`src/rtl/cpu_ctrl_pkg.sv`:
```
// cpu_ctrl_pkg: opcodes, ALU codes, bus source indices, states and instruction classes for bus_sequencer
package cpu_ctrl_pkg;
  typedef enum logic [3:0] {
    S_IDLE, S_T0, S_T1, S_T2, S_T3, S_T4, S_T5, S_T6, S_T7, S_HALT
  } state_t;
  typedef enum logic [3:0] {
    C_RTYPE, C_IMM, C_LD, C_LDI, C_ST, C_MULDIV, C_MOVE, C_IO, C_NOP, C_HALT, C_ILLEGAL
  } iclass_t;
  // R-type, mul and div opcodes double as their own ALU function codes
  localparam logic [4:0] OP_ROL  = 5'd8;
  localparam logic [4:0] OP_ANDI = 5'd10;
  localparam logic [4:0] OP_ORI  = 5'd11;
  localparam logic [4:0] OP_LD   = 5'd12;
  localparam logic [4:0] OP_LDI  = 5'd13;
  localparam logic [4:0] OP_ST   = 5'd14;
  localparam logic [4:0] OP_MUL  = 5'd15;
  localparam logic [4:0] OP_DIV  = 5'd16;
  localparam logic [4:0] OP_MFHI = 5'd17;
  localparam logic [4:0] OP_MFLO = 5'd18;
  localparam logic [4:0] OP_IN   = 5'd19;
  localparam logic [4:0] OP_OUT  = 5'd20;
  localparam logic [4:0] OP_NOP  = 5'd21;
  localparam logic [4:0] OP_HALT = 5'd22;
  localparam logic [4:0] ALU_ADD = 5'd0;
  localparam logic [4:0] ALU_AND = 5'd2;
  localparam logic [4:0] ALU_OR  = 5'd3;
  localparam logic [4:0] BS_HI   = 5'd16;
  localparam logic [4:0] BS_LO   = 5'd17;
  localparam logic [4:0] BS_ZHI  = 5'd18;
  localparam logic [4:0] BS_ZLO  = 5'd19;
  localparam logic [4:0] BS_PC   = 5'd20;
  localparam logic [4:0] BS_MDR  = 5'd21;
  localparam logic [4:0] BS_INP  = 5'd22;
  localparam logic [4:0] BS_C    = 5'd23;
  function automatic logic [4:0] imm_alu(input logic [4:0] op);
    return op == OP_ANDI ? ALU_AND : op == OP_ORI ? ALU_OR : ALU_ADD;
  endfunction
endpackage

```
`src/rtl/instr_decoder.sv`:
```
// instr_decoder: maps a 5-bit opcode to its control-step class
module instr_decoder
  import cpu_ctrl_pkg::*;
(
  input  logic [4:0] i_op,
  output iclass_t    o_class
);
  always_comb
    o_class = i_op <= OP_ROL                     ? C_RTYPE  :
              i_op <= OP_ORI                     ? C_IMM    :
              i_op == OP_LD                      ? C_LD     :
              i_op == OP_LDI                     ? C_LDI    :
              i_op == OP_ST                      ? C_ST     :
              i_op == OP_MUL || i_op == OP_DIV   ? C_MULDIV :
              i_op == OP_MFHI || i_op == OP_MFLO ? C_MOVE   :
              i_op == OP_IN || i_op == OP_OUT    ? C_IO     :
              i_op == OP_NOP                     ? C_NOP    :
              i_op == OP_HALT                    ? C_HALT   : C_ILLEGAL;
endmodule

```
`src/rtl/bus_sequencer.sv`:
```
// bus_sequencer: hardwired fetch/execute control-step FSM driving one-hot bus selects and load enables.
// Optional memory-wait timeout fault enabled by defining MEM_WAIT_TIMEOUT_EN.
module bus_sequencer
  import cpu_ctrl_pkg::*;
#(
  parameter int MEM_TIMEOUT = 64,
  parameter int TIMEOUT_W   = 8
) (
  input  logic        i_clock,
  input  logic        i_clear_n,
  input  logic        i_run,
  input  logic [31:0] i_ir,
  input  logic        i_mem_ready,
  output logic [23:0] o_bus_sel,
  output logic [15:0] o_reg_in,
  output logic        o_pc_in,
  output logic        o_ir_in,
  output logic        o_mar_in,
  output logic        o_mdr_in,
  output logic        o_y_in,
  output logic        o_z_in,
  output logic        o_hi_in,
  output logic        o_lo_in,
  output logic        o_outport_in,
  output logic        o_mdr_from_mem,
  output logic        o_inc_pc,
  output logic [4:0]  o_alu_op,
  output logic        o_mem_read,
  output logic        o_mem_write,
  output logic        o_done,
  output logic        o_halted,
  output logic        o_fault
);
  state_t      r_state;
  logic        r_fault;
  iclass_t     w_class;
  logic [4:0]  w_op;
  logic [3:0]  w_ra;
  logic [3:0]  w_rb;
  logic [3:0]  w_rc;
  logic [4:0]  w_src;
  logic        w_src_en;
  logic        w_reg_en;
  logic        w_wait;
  logic        w_tmo_hit;
  logic        w_unused;
  assign w_op = i_ir[31:27];
  assign w_ra = i_ir[26:23];
  assign w_rb = i_ir[22:19];
  assign w_rc = i_ir[18:15];
  assign w_unused = ^{i_ir[14:0], MEM_TIMEOUT > 0, TIMEOUT_W > 0};
  instr_decoder u_dec (.i_op(w_op), .o_class(w_class));
  assign w_wait = r_state == S_T1 || (r_state == S_T6 && w_class == C_LD) ||
                  (r_state == S_T7 && w_class == C_ST);
`ifdef MEM_WAIT_TIMEOUT_EN
  logic [TIMEOUT_W-1:0] r_tmo;
  logic                 w_waiting;
  assign w_waiting = w_wait && !i_mem_ready;
  assign w_tmo_hit = w_waiting && r_tmo == TIMEOUT_W'(MEM_TIMEOUT - 1);
  always_ff @(posedge i_clock)
    r_tmo <= (!i_clear_n || !w_waiting) ? '0 : r_tmo + TIMEOUT_W'(1);
`else
  assign w_tmo_hit = 1'b0;
`endif
  // done marks the instruction boundary, so it also steers the next state
  always_ff @(posedge i_clock) begin
    if (!i_clear_n) begin
      r_state <= S_IDLE;
      r_fault <= 1'b0;
    end else if (w_tmo_hit) begin
      r_state <= S_HALT;
      r_fault <= 1'b1;
    end else if (o_done) begin
      r_state <= (w_class == C_HALT || w_class == C_ILLEGAL) ? S_HALT : i_run ? S_T0 : S_IDLE;
      r_fault <= r_fault || w_class == C_ILLEGAL;
    end else if (r_state == S_IDLE) begin
      r_state <= i_run ? S_T0 : S_IDLE;
    end else if (r_state != S_HALT && !(w_wait && !i_mem_ready)) begin
      r_state <= state_t'(r_state + 4'd1);
    end
  end
  always_comb begin
    w_src_en       = 1'b0;
    w_src          = '0;
    w_reg_en       = 1'b0;
    o_pc_in        = 1'b0;
    o_ir_in        = 1'b0;
    o_mar_in       = 1'b0;
    o_mdr_in       = 1'b0;
    o_y_in         = 1'b0;
    o_z_in         = 1'b0;
    o_hi_in        = 1'b0;
    o_lo_in        = 1'b0;
    o_outport_in   = 1'b0;
    o_mdr_from_mem = 1'b0;
    o_inc_pc       = 1'b0;
    o_alu_op       = ALU_ADD;
    o_mem_read     = 1'b0;
    o_mem_write    = 1'b0;
    o_done         = 1'b0;
    case (r_state)
      S_T0: begin
        w_src_en = 1'b1;
        w_src    = BS_PC;
        o_mar_in = 1'b1;
        o_inc_pc = 1'b1;
        o_z_in   = 1'b1;
      end
      S_T1: begin
        w_src_en       = 1'b1;
        w_src          = BS_ZLO;
        o_pc_in        = 1'b1;
        o_mem_read     = 1'b1;
        o_mdr_in       = 1'b1;
        o_mdr_from_mem = 1'b1;
      end
      S_T2: begin
        w_src_en = 1'b1;
        w_src    = BS_MDR;
        o_ir_in  = 1'b1;
      end
      S_T3: case (w_class)
        C_MULDIV: begin
          w_src_en = 1'b1;
          w_src    = {1'b0, w_ra};
          o_y_in   = 1'b1;
        end
        C_MOVE: begin
          w_src_en = 1'b1;
          w_src    = w_op == OP_MFHI ? BS_HI : BS_LO;
          w_reg_en = 1'b1;
          o_done   = 1'b1;
        end
        C_IO: begin
          w_src_en     = 1'b1;
          w_src        = w_op == OP_IN ? BS_INP : {1'b0, w_ra};
          w_reg_en     = w_op == OP_IN;
          o_outport_in = w_op != OP_IN;
          o_done       = 1'b1;
        end
        C_NOP, C_HALT, C_ILLEGAL: o_done = 1'b1;
        default: begin
          w_src_en = 1'b1;
          w_src    = {1'b0, w_rb};
          o_y_in   = 1'b1;
        end
      endcase
      S_T4: begin
        w_src_en = 1'b1;
        o_z_in   = 1'b1;
        w_src    = w_class == C_RTYPE ? {1'b0, w_rc} : w_class == C_MULDIV ? {1'b0, w_rb} : BS_C;
        o_alu_op = (w_class == C_RTYPE || w_class == C_MULDIV) ? w_op :
                   w_class == C_IMM ? imm_alu(w_op) : ALU_ADD;
      end
      S_T5: begin
        w_src_en = 1'b1;
        w_src    = BS_ZLO;
        o_mar_in = w_class == C_LD || w_class == C_ST;
        o_lo_in  = w_class == C_MULDIV;
        w_reg_en = w_class == C_RTYPE || w_class == C_IMM || w_class == C_LDI;
        o_done   = w_class == C_RTYPE || w_class == C_IMM || w_class == C_LDI;
      end
      S_T6: case (w_class)
        C_LD: begin
          o_mem_read     = 1'b1;
          o_mdr_in       = 1'b1;
          o_mdr_from_mem = 1'b1;
        end
        C_ST: begin
          w_src_en = 1'b1;
          w_src    = {1'b0, w_ra};
          o_mdr_in = 1'b1;
        end
        C_MULDIV: begin
          w_src_en = 1'b1;
          w_src    = BS_ZHI;
          o_hi_in  = 1'b1;
          o_done   = 1'b1;
        end
        default: ;
      endcase
      S_T7: case (w_class)
        C_LD: begin
          w_src_en = 1'b1;
          w_src    = BS_MDR;
          w_reg_en = 1'b1;
          o_done   = 1'b1;
        end
        C_ST: begin
          o_mem_write = 1'b1;
          o_done      = i_mem_ready;
        end
        default: ;
      endcase
      default: ;
    endcase
  end
  // a single encoded source/destination makes multiple drivers impossible
  assign o_bus_sel = w_src_en ? 24'(1) << w_src : '0;
  assign o_reg_in  = w_reg_en ? 16'(1) << w_ra : '0;
  assign o_halted  = r_state == S_HALT;
  assign o_fault   = r_fault;
endmodule
```
`config.mk`:
```
export PLATFORM = sky130hd
export DESIGN_NAME = bus_sequencer
export DESIGN_NICKNAME = d
export VERILOG_FILES = /design/src/rtl/cpu_ctrl_pkg.sv /design/src/rtl/instr_decoder.sv /design/src/rtl/bus_sequencer.sv
export SDC_FILE = /design/constraint.sdc
export NUM_CORES = 1
export LEC_CHECK = 0
export CORE_MARGIN = 1
export CORE_UTILIZATION = 40
export CTS_BUF_LIST = sky130_fd_sc_hd__clkbuf_4
export CTS_CLUSTER_SIZE = 20
export DETAILED_ROUTE_END_ITERATION = 8
export PLACE_DENSITY_LB_ADDON = 0.15
export SLEW_MARGIN = 10
export SYNTH_ARGS = -nofsm -noshare
export SYNTH_HDL_FRONTEND = slang
export SYNTH_SLANG_ARGS = --single-unit
```
`constraint.sdc`:
```
create_clock -name i_clock -period 4.79 [get_ports i_clock]
set_clock_uncertainty 0.05 [all_clocks]
set_input_delay 0.958 -clock i_clock [delete_from_list [all_inputs] [get_ports i_clock]]
set_output_delay 0.958 -clock i_clock [all_outputs]
set_load 0.02 [all_outputs]
```
# Word level (Yosys, flattened, before mapping)
# Cells that the tools add are included.
[totals]
reg_bits = 5
in_bits = 36
[classes]
add_sub_neg = 1
n_lt_le_gt_ge = 2
eq_ne = 34
shift = 2
muxes = 56
reduce_logical = 27
[ops]
columns = ["op", "count"]
rows = [
  ["4-bit 2-to-1 mux", 13],
  ["5-bit equality test, second input constant", 7],
  ["5-bit one-hot mux with 7 select lines", 1],
  ["4-bit by 3-bit equality test with 1-bit output, second input constant", 8],
  ["5-bit by 4-bit equality test with 1-bit output, second input constant", 6],
  ["5-bit 2-to-1 mux", 6],
  ["24-bit 2-to-1 mux", 1],
  ["1-bit by 5-bit << shifter with 24-bit output, first input constant", 1],
  ["4-bit equality test, second input constant", 5],
  ["1-bit 2-to-1 mux", 20],
  ["5-bit one-hot mux with 4 select lines", 1],
  ["4-bit by 2-bit equality test with 1-bit output, second input constant", 4],
  ["16-bit 2-to-1 mux", 1],
  ["1-bit by 4-bit << shifter with 16-bit output, first input constant", 1],
  ["1-bit logical OR", 11],
  ["5-bit by 4-bit <= comparator with 1-bit output, second input constant", 2],
  ["1-bit one-hot mux with 2 select lines", 5],
  ["5-bit one-hot mux with 2 select lines", 1],
  ["5-bit OR reduction", 2],
  ["4-bit by 1-bit equality test with 1-bit output, second input constant", 2],
  ["4-bit zero test", 2],
  ["2-bit 2-to-1 mux", 4],
  ["1-bit one-hot mux with 4 select lines", 2],
  ["2-bit OR reduction", 4],
  ["8 further kinds", 12],
]

# Longest topological paths before layout
[depth]
word_depth = 21
depth_mapped = 9
ltp_nobuf = 9

# Cells and area by module
# From an unflattened synthesis, not the netlist that was laid out.
[unflattened]
cells_unflattened = 234
hier_area_um2 = 1542.7
[modules_own_cells]
columns = ["module", "instances", "cells_per_inst", "area_each_um2", "seq_area_each_um2"]
rows = [
  ["bus_sequencer", 1, 219, 1427.6, 100.1],
  ["instr_decoder", 1, 15, 115.1, 0.0],
]

# Worst setup path before layout
# Ideal clock, no wire load.
[synth_timing]
kind = "input to output"
start = "in i_ir[28]"
end = "out o_bus_sel[16]"
arrival_ps = 3048
required_time_ps = 3782
setup_slack_ps = 734
stages = 7
path_buffers = 2
path_cell_list = "buf_2 > o31a_1 > o21a_1 > o31a_1 > or4b_1 > clkbuf_2 > nor3_1"
[synth_via]
elab_chain_len = 17
word_cells_on_any_way = 51
[synth_lines]
columns = ["element", "line_no", "rtl"]
rows = [
  ["from (decl)", "bus_sequencer.sv:12", "input logic [31:0] i_ir,"],
  ["5-bit equality test", "instr_decoder.sv:18", "i_op == OP_HALT ? C_HALT : C_ILLEGAL;"],
  ["2-bit 2-to-1 mux", "instr_decoder.sv:18", ""],
  ["4-bit 2-to-1 mux", "instr_decoder.sv:17", "i_op == OP_NOP ? C_NOP :"],
  ["4-bit 2-to-1 mux", "instr_decoder.sv:16", "i_op == OP_IN || i_op == OP_OUT ? C_IO :"],
  ["4-bit 2-to-1 mux", "instr_decoder.sv:15", "i_op == OP_MFHI || i_op == OP_MFLO ? C_MOVE :"],
  ["4-bit 2-to-1 mux", "instr_decoder.sv:14", "i_op == OP_MUL || i_op == OP_DIV ? C_MULDIV :"],
  ["4-bit 2-to-1 mux", "instr_decoder.sv:13", "i_op == OP_ST ? C_ST :"],
  ["4-bit 2-to-1 mux", "instr_decoder.sv:12", "i_op == OP_LDI ? C_LDI :"],
  ["4-bit 2-to-1 mux", "instr_decoder.sv:11", "i_op == OP_LD ? C_LD :"],
  ["4-bit 2-to-1 mux", "instr_decoder.sv:10", "i_op <= OP_ORI ? C_IMM :"],
  ["4-bit 2-to-1 mux", "instr_decoder.sv:9", "o_class = i_op <= OP_ROL ? C_RTYPE :"],
  ["4-bit equality test / 4-bit by 3-bit equality test with 1-bit output (equally long branches)", "bus_sequencer.sv:122, bus_sequencer.sv:151, bus_sequencer.sv:163", ""],
  ["3-bit OR reduction / 5-bit 2-to-1 mux (equally long branches)", "n/a", ""],
  ["5-bit one-hot mux with 4 select lines / 5-bit 2-to-1 mux (equally long branches)", "bus_sequencer.sv:122, bus_sequencer.sv:151", ""],
  ["5-bit one-hot mux with 7 select lines", "bus_sequencer.sv:101", "case (r_state)"],
  ["1-bit by 5-bit << shifter with 24-bit output", "bus_sequencer.sv:199", "assign o_bus_sel = w_src_en ? 24'(1) << w_src : '0;"],
  ["24-bit 2-to-1 mux *", "bus_sequencer.sv:199", ""],
  ["to (decl)", "bus_sequencer.sv:14", "output logic [23:0] o_bus_sel,"],
]
# Mark *: on every way between the ends. The rest lies on a longest branch, timed or not.

# Final worst setup path
[layout_timing]
start = "in i_ir[29]"
end = "out o_reg_in[1]"
[layout_via]
elab_chain_len = 16
word_cells_on_any_way = 38
[layout_lines]
columns = ["element", "line_no", "rtl"]
rows = [
  ["branches (longest 14 deep; another with 5-bit equality test)", "n/a", ""],
  ["1-bit one-hot mux with 3 select lines *", "bus_sequencer.sv:101", ""],
  ["16-bit 2-to-1 mux *", "bus_sequencer.sv:200", "assign o_reg_in = w_reg_en ? 16'(1) << w_ra : '0;"],
  ["to (decl)", "bus_sequencer.sv:15", "output logic [15:0] o_reg_in,"],
]
# Mark *: on every way between the ends.

==> results.md <==
* RSZ-0062 raised after global routing: no
* N_diodes at 0
* CP Class: in2out
* Layout cells sized above 1 at 0.148
* Final Critical Period at 4630 ps
* Worst slew margin at 0.608
* Async set-or-reset flop fraction in the synthesized netlist at 0
* Number of flops mapped to enable cells by yosys at 0
* Pin count of the biggest net entering global routing at 15
* Worst path bufs/invs at 4
* Critical-path maximum fanout at 10
* Simple-gate share of the synthesized area at 0.507
* Die H at 62.0 µm
* Seq/Total Area, Yosys at 0.0696
* Mapped Area at 0.00144 mm²
* DIE WIDTH at 62.0 µm
* Max-cap violations at 0
* Critical-path cell list: clkdlybuf4s50_1, buf_4, buf_4, nand2_1, o21a_1, nor4_2, nor2_1, or3_1, nor2_1, clkdlybuf4s50_1
* Clock net sink count at 5
* Number of global-route vias before repair at 1622
* Die area at 0.00384 mm²
* Reg clk slew, reported paths at 50 ps
* Routed vias/inst at 5.51
* Post-synth top area cell: nor2_1
* Setup ws final at 161 ps
* Drt drc at 0
* Max Fclk at 216 MHz
* CP Data Required Time at 3780 ps
* Fin. Hold Viols at 0
* Crit path arrival time at 3620 ps
* Reg2Reg Setup Slack at 2340 ps
* Post-placement setup slack at -97.6 ps
* Post-synth top cells: nor2_1, nand2_1, nor3_1, inv_1, nand3_1
* Post-synthesis xor/xnor area fraction at 0.0183
* Worst setup SP type: input pin
* Synth Area in Compound Gates at 0.283
* CTS tree: done
* Clock root buffer: clkbuf_4
* Crit path largest cell delay at 640 ps
* Total I/O pin count at 97
* CTS H-Tree Depth at 1
* Setup TNS at 0 ps
* Measured slew at the worst slew-check pin at 583 ps
* Final WL at 5430 µm
* Number of standard cells after synthesis at 221
* Max VDD drop at 243 µV
* Initial antenna violation count at 0
* Post-synthesis adder-cell area fraction at 0.0348
* Post-DP HPWL at 4100 µm
* Port bufs at 81
* Area growth from synthesis to layout at 78.0%
* Lkg Pwr at 0.00146 µW
* Crit-path slowest cell: clkdlybuf4s50_1
* Crit end category: output pin
* CORE AREA at 0.00339 mm²
* # setup viols final at 0
* Initial core utilization at 0.424
* GRT overflow at 0
* Gp weighted congestion at 0.948
* CTS hold repair buffers at 0
* Syn Nets at 261
* Tcrit/Tclk final at 0.966
* Top-count cell post-synth: nor2_1
* #FFs+latches synth at 5
* Yosys top cell area share at 0.0966
* Max Slew Vio Count at 0
* PwrDens at 202 mW/mm²
* First DRT Iteration DRCs at 111
* Syn Area/Cell at 6.51 µm²
* Nets at 365
* Worst hold path type: reg2reg
* Post-route ant nets at 0
* Rows at 21
* Yosys warns at 0
* Most used flip-flop cell after synthesis: dfxtp_1
* Synth top area cells: nor2_1, dfxtp_1, nor3_1
* Status: complete, no violations
* Num CTS Buffers at 3
* Mux contribution to synthesized area at 0.00696
* First-pass GRT wire length at 7580 µm
* Largest family of logic cells by synthesized area: simple AND/OR/NAND/NOR gates
* Via count at 2040
* Post-CTS Setup Bufs at 0
* Later-pin clock latency in the skew report at 250 ps
* Total Routing Usage GR at 0.261
* Cell family with most CP delay: buffers and inverters
* Wire per inst at 14.7 µm
* Worst-case clock buffer depth at 2
* 1st-pass router iterations at 4
* Synth cell types at 57
-- sequential cells by signal, indices dropped and copies added (netlist names) --
register  cells
r_state       4
o_fault       1
-- cells in the final DEF (no fill, tap or decap), drive strengths merged, types with 5 or more instances in the layout --
cell           count
dlygate4sd2       10
nand2             20
clkdlybuf4s50     46
o21ai              6
nor3b              6
dlymetal6s2s      25
a21oi              7
nor2              37
nand3b             7
inv               10
buf               33
nor3              18
nand3              9
dfxtp              5
nand2b             8
-- worst reg2reg max path, cell delays in order (launching register included) --
cell and delay [ps]:
dfxtp_1 370, inv_1 110, ha_1 230, nand3b_1 180, nor4_1 580, buf_4 220, a2111oi_4 60, buf_4 160
a211oi_1 270, o21a_1 150
-- metal layers --
metal / track usage / share of wire / vias to the layer above
li1: - / - / 1021
met1: 0.379 / 0.44 / 940
met2: 0.404 / 0.50 / 73
met3: 0.0331 / 0.055 / 6
met4: 0.0635 / 0.0087 / 0
met5: 0 / 0 / -
-- path summary, 6_finish.rpt --
check | start | depth (start not counted) | end
worst min-delay path | o_fault | 1 | o_fault
worst max-delay path | i_ir[29] | 10 | o_reg_in[1]
worst max register to register | r_state[0] | 9 | o_fault
worst min register to register | o_fault | 1 | o_fault
-- metrics by stage --
stage,area [µm²],hold WS [ps],cells,utilization,total power (µW)
3_3_place_gp,2470,401,366,0.730,458
4_1_cts,2500,426,370,0.736,516
6_report,2560,432,370,0.755,517
5_1_grt,2560,459,370,0.755,555
3_5_place_dp,2470,405,366,0.730,463
2_1_floorplan,1440,488,221,-,306
-- report_power, final --
part           switching (µW)  internal [µW]  leakage [µW]
combinational             227            173       0.00140
sequential               12.7           48.6     0.0000409
clock                    18.2           37.2     0.0000184
-- layout make-up --
type | count | area, µm²
clock buffer | 4 | 30.0
fill | 278 | 831
inverter | 10 | 37.5
multi-input combinational | 191 | 1220
sequential | 5 | 100
tap | 46 | 57.6
timing repair buffer | 114 | 1110
-- timing repair --
action                                 CTS  global route
setup endpoints to repair               22            28
resized for setup                       11            25
endpoints found under the hold margin    0             0
-- cell families after synthesis --
group / Yosys count
AND/OR/NAND/NOR: 133
multiplexers: 1
AO/OA/AOI/OAI: 50
buffers and inverters: 25
XOR/XNOR: 3
adder cells (fa/ha/maj): 4
flip-flops: 5
Note: power is estimated with default switching activity, not from simulation.
